==> src/rtl/multi_debouncer.sv <==
// N-channel push-button debouncer with long-press detection and auto-repeat.
// Each channel is synchronised, debounced, and then timed independently.
module multi_debouncer #(
   parameter int N_CH       = 4,
   parameter int CNT_W      = 16,
   parameter int ACTIVE_LOW = 1,
   parameter int LONG_CYC   = 5000000,
   parameter int REPEAT_CYC = 1000000
) (
   input  logic            clk,
   input  logic            reset,
   input  logic [N_CH-1:0] button,
   input  logic            repeat_en,
   output logic [N_CH-1:0] button_pressed,
   output logic [N_CH-1:0] button_down,
   output logic [N_CH-1:0] button_up,
   output logic [N_CH-1:0] button_long,
   output logic [N_CH-1:0] button_repeat
);

   localparam int HOLD_W = $clog2(LONG_CYC + 1);
   localparam int REP_W  = $clog2(REPEAT_CYC + 1);

   localparam logic [N_CH-1:0]   POL_MASK = (ACTIVE_LOW != 0) ? {N_CH{1'b1}} : {N_CH{1'b0}};
   localparam logic [HOLD_W-1:0] HOLD_MAX = HOLD_W'(LONG_CYC);
   localparam logic [REP_W-1:0]  REP_LAST = REP_W'(REPEAT_CYC - 1);

   logic [N_CH-1:0]   r_s0;
   logic [N_CH-1:0]   r_s1;
   logic [N_CH-1:0]   r_state;
   logic [N_CH-1:0]   r_fired;
   logic [CNT_W-1:0]  r_cnt  [N_CH];
   logic [HOLD_W-1:0] r_hold [N_CH];
   logic [REP_W-1:0]  r_rep  [N_CH];

   logic [N_CH-1:0]   w_idle;
   logic [N_CH-1:0]   w_flip;
   logic [N_CH-1:0]   w_long_due;
   logic [N_CH-1:0]   w_rep_due;

   // r_fired marks that this press already produced its long pulse; repeats are phased from it.
   always_comb begin
      w_idle     = ~(r_state ^ r_s1);
      w_flip     = '0;
      w_long_due = '0;
      w_rep_due  = '0;
      for (int ch = 0; ch < N_CH; ch++) begin
         w_flip[ch]     = ~w_idle[ch] & (&r_cnt[ch]);
         w_long_due[ch] = r_state[ch] & ~r_fired[ch] & (r_hold[ch] == HOLD_MAX);
         w_rep_due[ch]  = r_state[ch] & r_fired[ch] & (r_rep[ch] == REP_LAST);
      end
   end

   always_ff @(posedge clk) begin
      if (reset) begin
         r_s0           <= '0;
         r_s1           <= '0;
         r_state        <= '0;
         r_fired        <= '0;
         button_pressed <= '0;
         button_down    <= '0;
         button_up      <= '0;
         button_long    <= '0;
         button_repeat  <= '0;
      end else begin
         r_s0           <= button ^ POL_MASK;
         r_s1           <= r_s0;
         r_state        <= r_state ^ w_flip;
         r_fired        <= r_state & (r_fired | w_long_due);
         button_pressed <= r_state;
         button_down    <= r_state & ~button_pressed;
         button_up      <= ~r_state & button_pressed;
         button_long    <= w_long_due;
         button_repeat  <= w_rep_due & {N_CH{repeat_en}};
      end
   end

   // Hold and repeat counters only run while the debounced state is held; release clears them.
   always_ff @(posedge clk) begin
      for (int ch = 0; ch < N_CH; ch++) begin
         if (reset) begin
            r_cnt[ch]  <= '0;
            r_hold[ch] <= '0;
            r_rep[ch]  <= '0;
         end else begin
            if (w_idle[ch]) begin
               r_cnt[ch] <= '0;
            end else begin
               r_cnt[ch] <= r_cnt[ch] + CNT_W'(1);
            end

            if (!r_state[ch]) begin
               r_hold[ch] <= '0;
            end else if (r_hold[ch] != HOLD_MAX) begin
               r_hold[ch] <= r_hold[ch] + HOLD_W'(1);
            end else begin
               r_hold[ch] <= r_hold[ch];
            end

            if (!(r_state[ch] && r_fired[ch])) begin
               r_rep[ch] <= '0;
            end else if (r_rep[ch] == REP_LAST) begin
               r_rep[ch] <= '0;
            end else begin
               r_rep[ch] <= r_rep[ch] + REP_W'(1);
            end
         end
      end
   end

endmodule

==> config.mk <==
export PLATFORM = sky130hd
export DESIGN_NAME = multi_debouncer
export DESIGN_NICKNAME = d
export VERILOG_FILES = /design/src/rtl/multi_debouncer.sv
export SDC_FILE = /design/constraint.sdc
export NUM_CORES = 1
export LEC_CHECK = 0
export CAP_MARGIN = 0
export CORE_MARGIN = 5
export CORE_UTILIZATION = 63
export DETAILED_ROUTE_END_ITERATION = 12
export HOLD_SLACK_MARGIN = 0.05
export PLACE_DENSITY = 0.8
export SYNTH_ARGS = -nofsm -noshare
export SYNTH_HDL_FRONTEND = slang
export SYNTH_SLANG_ARGS = --single-unit
==> constraint.sdc <==
create_clock -name clk -period 3.2 [get_ports clk]
set_clock_uncertainty 0.1 [all_clocks]
set_input_delay 0.32 -clock clk [delete_from_list [all_inputs] [get_ports clk]]
set_output_delay 0.32 -clock clk [all_outputs]
set_load 0.01 [all_outputs]
# Yosys cells after proc, flatten, opt, wreduce, memory -nomap -nowiden
# Memories as Yosys holds them, arrays and structs flattened.
# Cells that the tools add are included.
[op_classes] add_sub_neg=12 eq_ne=12 mux=146 bitwise=71 reduce_logical=8
[ops] cell="23-bit two-way mux" n=12
[ops] cell="20-bit two-way mux" n=12
[ops] cell="16-bit two-way mux" n=8
[ops] cell="1-bit two-way mux" n=114
[ops] cell="23-bit by 1-bit adder with 23-bit output, second input constant" n=4
[ops] cell="23-bit equality test, second input constant" n=4
[ops] cell="23-bit inequality test, second input constant" n=4
[ops] cell="20-bit by 1-bit adder with 20-bit output, second input constant" n=4
[ops] cell="20-bit equality test, second input constant" n=4
[ops] cell="16-bit by 1-bit adder with 16-bit output, second input constant" n=4
[ops] cell="16-bit AND reduction" n=4
[ops] cell="1-bit bitwise OR" n=32
[ops] cell="1-bit AND" n=20
[ops] cell="4-bit AND" n=4
[ops] cell="4-bit NOT" n=4
[ops] cell="1-bit NOT" n=8
[ops] cell="4-bit bitwise XOR" n=2
[ops] cell="1-bit logical AND" n=4
[ops] cell="4-bit bitwise OR" n=1
[totals] register_bits=36 ramBits=236 inputBits=7 output_inout_bits=20 wordCells=261 memories=3
[mem_list] name="r_hold" words=4 word_bits=23 rd=4 rd_ports_with_merged_regs=0 wr=4 line="33" text="logic [HOLD_W-1:0] r_hold [N_CH];"
[mem_list] name="r_rep" words=4 word_bits=20 rd=4 rd_ports_with_merged_regs=0 wr=4 line="34" text="logic [REP_W-1:0] r_rep [N_CH];"
[mem_list] name="r_cnt" words=4 word_bits=16 rd=4 rd_ports_with_merged_regs=0 wr=4 line="32" text="logic [CNT_W-1:0] r_cnt [N_CH];"

# Logic depth before layout (Yosys ltp)
[depth] ltp_word=7 ltp_mapped=7 mapped_depth_nobuf=6

# Worst setup path before layout
# No wires, ideal clock.
[synth_path] kind="reg-to-reg" start="memory r_hold[3][16] in the netlist's numbering" end="memory r_hold[3][0] in the netlist's numbering (enable)" setup_ns=0.544 t_arrival_ns=1.973 required_time_ns=2.556 slack_ns=0.582 path_stages_with_launch=4 n_path_buf=0 synth_period_minus_slack_ns=2.618 cell_sequence="edfxtp_1 -> or4_1 -> nor4_1 -> nand4_1"
[synth_rtl] item="from (decl)" line="33"

==> results.json <==
{
  "chipWidth_um": 159,
  "multi_input_area_um2": 6430,
  "port_buffers": 26,
  "cts_buffers": 29,
  "pin_count": 27,
  "rsz0062_at_grt": "no",
  "synthFlopType": "edfxtp_1",
  "drt_pass1_iterations": 5,
  "grt_max_degree": 26,
  "core_area_um2": 21900,
  "wire_per_inst_um": 14.6,
  "ant_nets": 0,
  "min_period_ns": 2.47,
  "cp-end-kind": "register",
  "power_density_nw_per_um2": 475,
  "slowest_delay_ns": 0.80,
  "insertion_delay_ns": 0.55,
  "synth_area_um2": 14100,
  "fillCellCount": 1528,
  "cts_setup_buffers": 0,
  "slew_viol_final": 0,
  "synth-seq-area-share_pct": 55.5,
  "cts_tree": "done",
  "outcome": "finished, final reports clean",
  "drt-vias-per-instance": 5.72,
  "remaining_drc_errors": 0,
  "dp_slack_ns": 0.630,
  "fin_nets": 1536,
  "drtIter0Drc": 656,
  "rows": 54,
  "hold_path_class": "in -> reg",
  "yosys.area.top_type": "edfxtp_1",
  "drive_above_1_share_pct": 5.01,
  "cts.sinks": 272,
  "worst_pin_slew_ns": 0.937,
  "num_antenna_cells": 0,
  "syn_to_final_growth_pct": 14.7,
  "yosysMostFrequentCell": "edfxtp_1",
  "synth.area.top_cells": "edfxtp_1 (50%), dfxtp_1 (5.1%), nor2_1 (5.1%)",
  "clockBufferDepth": 3,
  "final_util_pct": 73.7,
  "grt_pass1_wl_mm": 45.7,
  "synth_top_family_by_area": "simple AND/OR/NAND/NOR gates",
  "setup_ws_ns": 0.728,
  "clkTransAtPathRegs_ns": 0.06,
  "grt.overflow.total": 0,
  "die_area_um2": 25400,
  "start_kind": "register",
  "grt_util_all_layers_pct": 20.4,
  "maxSlewHeadroom_pct": 37.5,
  "post-route-period-util_pct": 77.3,
  "antenna_found_initial": 0,
  "start_util_pct": 64.3,
  "synth_fa_ha_area_share_pct": 1.42,
  "first_global_vias": 10032,
  "cp_max_fo": 23,
  "setup_viol_count_final": 0,
  "holdBufCountCts": 0,
  "synth-simple-area-share_pct": 25.0,
  "dp_hpwl_mm": 18.2,
  "avgSynthCellArea_um2": 10.4,
  "drt_wl_total_mm": 26.5,
  "synth_cells": 1351,
  "htreeDepth": 1,
  "hold_violations": 0,
  "fmax_mhz": 405,
  "die_y_um": 159,
  "synth_edf_count": 236,
  "synthDominantCellAreaShare_pct": 50.4,
  "synth_commonest_cells": "edfxtp_1 (236), nor2_1 (192), nand3_1 (95)",
  "regArea_um2": 7810,
  "synth_seq_cells": 272,
  "synth-xor-area-share_pct": 9.09,
  "arrival_ns": 2.63,
  "slowest_stage": "a311o_1",
  "async_reset_ff_share_pct": 0,
  "drv_cap": 0,
  "place_congestion": 0.813,
  "vias": 10396,
  "critPathRequiredTime_ns": 3.36,
  "synth_compound_area_share_pct": 5.91,
  "worstSetupPathType": "reg -> reg",
  "path_cells": "inv_1 -> ha_1 -> nor4bb_1 -> and4_1 -> a311o_1 -> nor2_1",
  "peakVddDrop_uv": 416,
  "synth.area.mux_share_pct": 0.213,
  "power_leakage_uw": 0.00544,
  "ys_types": 50,
  "cts-root-buf": "clkbuf_16",
  "ys.warnings.count": 0,
  "postCtsResizedCells": 0,
  "setup_tns_ns": 0
}
[power by group]
part           internal, uW  switching, uW  total [uW]  leakage [uW]
clock                  2080           1360        3450      0.000472
sequential             3920            101        4020       0.00285
combinational          79.8            117         197       0.00212
total                  6090           1580        7670       0.00544
[layout make-up]
cell class	instances	share of cell area [%]
clock inverter	15	1.18
tap	280	2.17
multi-input combinational	1118	39.9
inverter	54	1.26
sequential	272	48.4
timing repair buffer	38	2.17
clock buffer	39	4.98
[flip-flops by register name, indices dropped and copies added (netlist names), named ones only]
register / count
button_down: 4
button_pressed: 4
r_rep: 80
button_long: 4
r_fired: 4
r_cnt: 64
r_hold: 92
button_repeat: 4
r_s0: 4
r_s1: 4
button_up: 4
[placed cells by master, fill, tap and decap left out, types with 54 or more instances in the layout]
cell type,synthesis,final
edfxtp_1,236,236
nor2_1,192,192
conb_1,1,144
nand3_1,95,95
nand2_1,75,75
xnor2_1,74,74
xor2_1,72,72
nand4_1,66,66
a21oi_1,65,65
inv_1,54,54
[worst paths after layout]
path                            cells after the start          from  slack, ns      endpoint
worst max register to register                      6  r_hold[1][0]       0.73  r_hold[1][6]
worst min-delay path                                2     button[3]       0.21       r_s0[3]
worst min register to register                      1       r_s0[2]       0.34       r_s1[2]
worst max-delay path                                6  r_hold[1][0]       0.73  r_hold[1][6]
[critical path, delay by kind of cell, from the launching register on]
kind | cells | cell delay (ns)
flip-flops | 1 | 0.48
AND/OR/NAND/NOR | 3 | 0.56
buffers and inverters | 1 | 0.10
adder cells (fa/ha/maj) | 1 | 0.14
AO/OA/AOI/OAI | 1 | 0.80
[per-stage QoR]
| step | std cells | hold WS, ns | cell area, um^2 | total power, uW |
|---|---|---|---|---|
| after floorplan | 1494 | 0.287 | 14600 | 4220 |
| after global placement | 1762 | 0.317 | 15100 | 4270 |
| after detailed placement | 1762 | 0.333 | 15100 | 4290 |
| after CTS | 1816 | 0.191 | 16100 | 7730 |
| after global routing | 1816 | 0.199 | 16100 | 7950 |
| final | 1816 | 0.211 | 16100 | 7670 |
[kinds of logic (layout without fill, tap and decap cells)]
| logic type | count (synthesis) | after routing |
|---|---|---|
| AO/OA/AOI/OAI | 145 | 145 |
| adder cells (fa/ha/maj) | 16 | 16 |
| buffers and inverters | 104 | 146 |
| AND/OR/NAND/NOR | 664 | 664 |
| multiplexers | 3 | 3 |
| flip-flops | 272 | 272 |
| other | 1 | 144 |
| XOR/XNOR | 146 | 146 |
[layer usage]
metal / GRT usage (%) / vias up / part of all wire, %
met5: 0 / - / 0
met3: 2.80 / 43 / 4.6
met1: 27.7 / 4965 / 44
li1: - / 5164 / -
met4: 5.08 / 0 / 2.1
met2: 35.0 / 224 / 49
No activity file was read; power rests on OpenSTA's default activity.
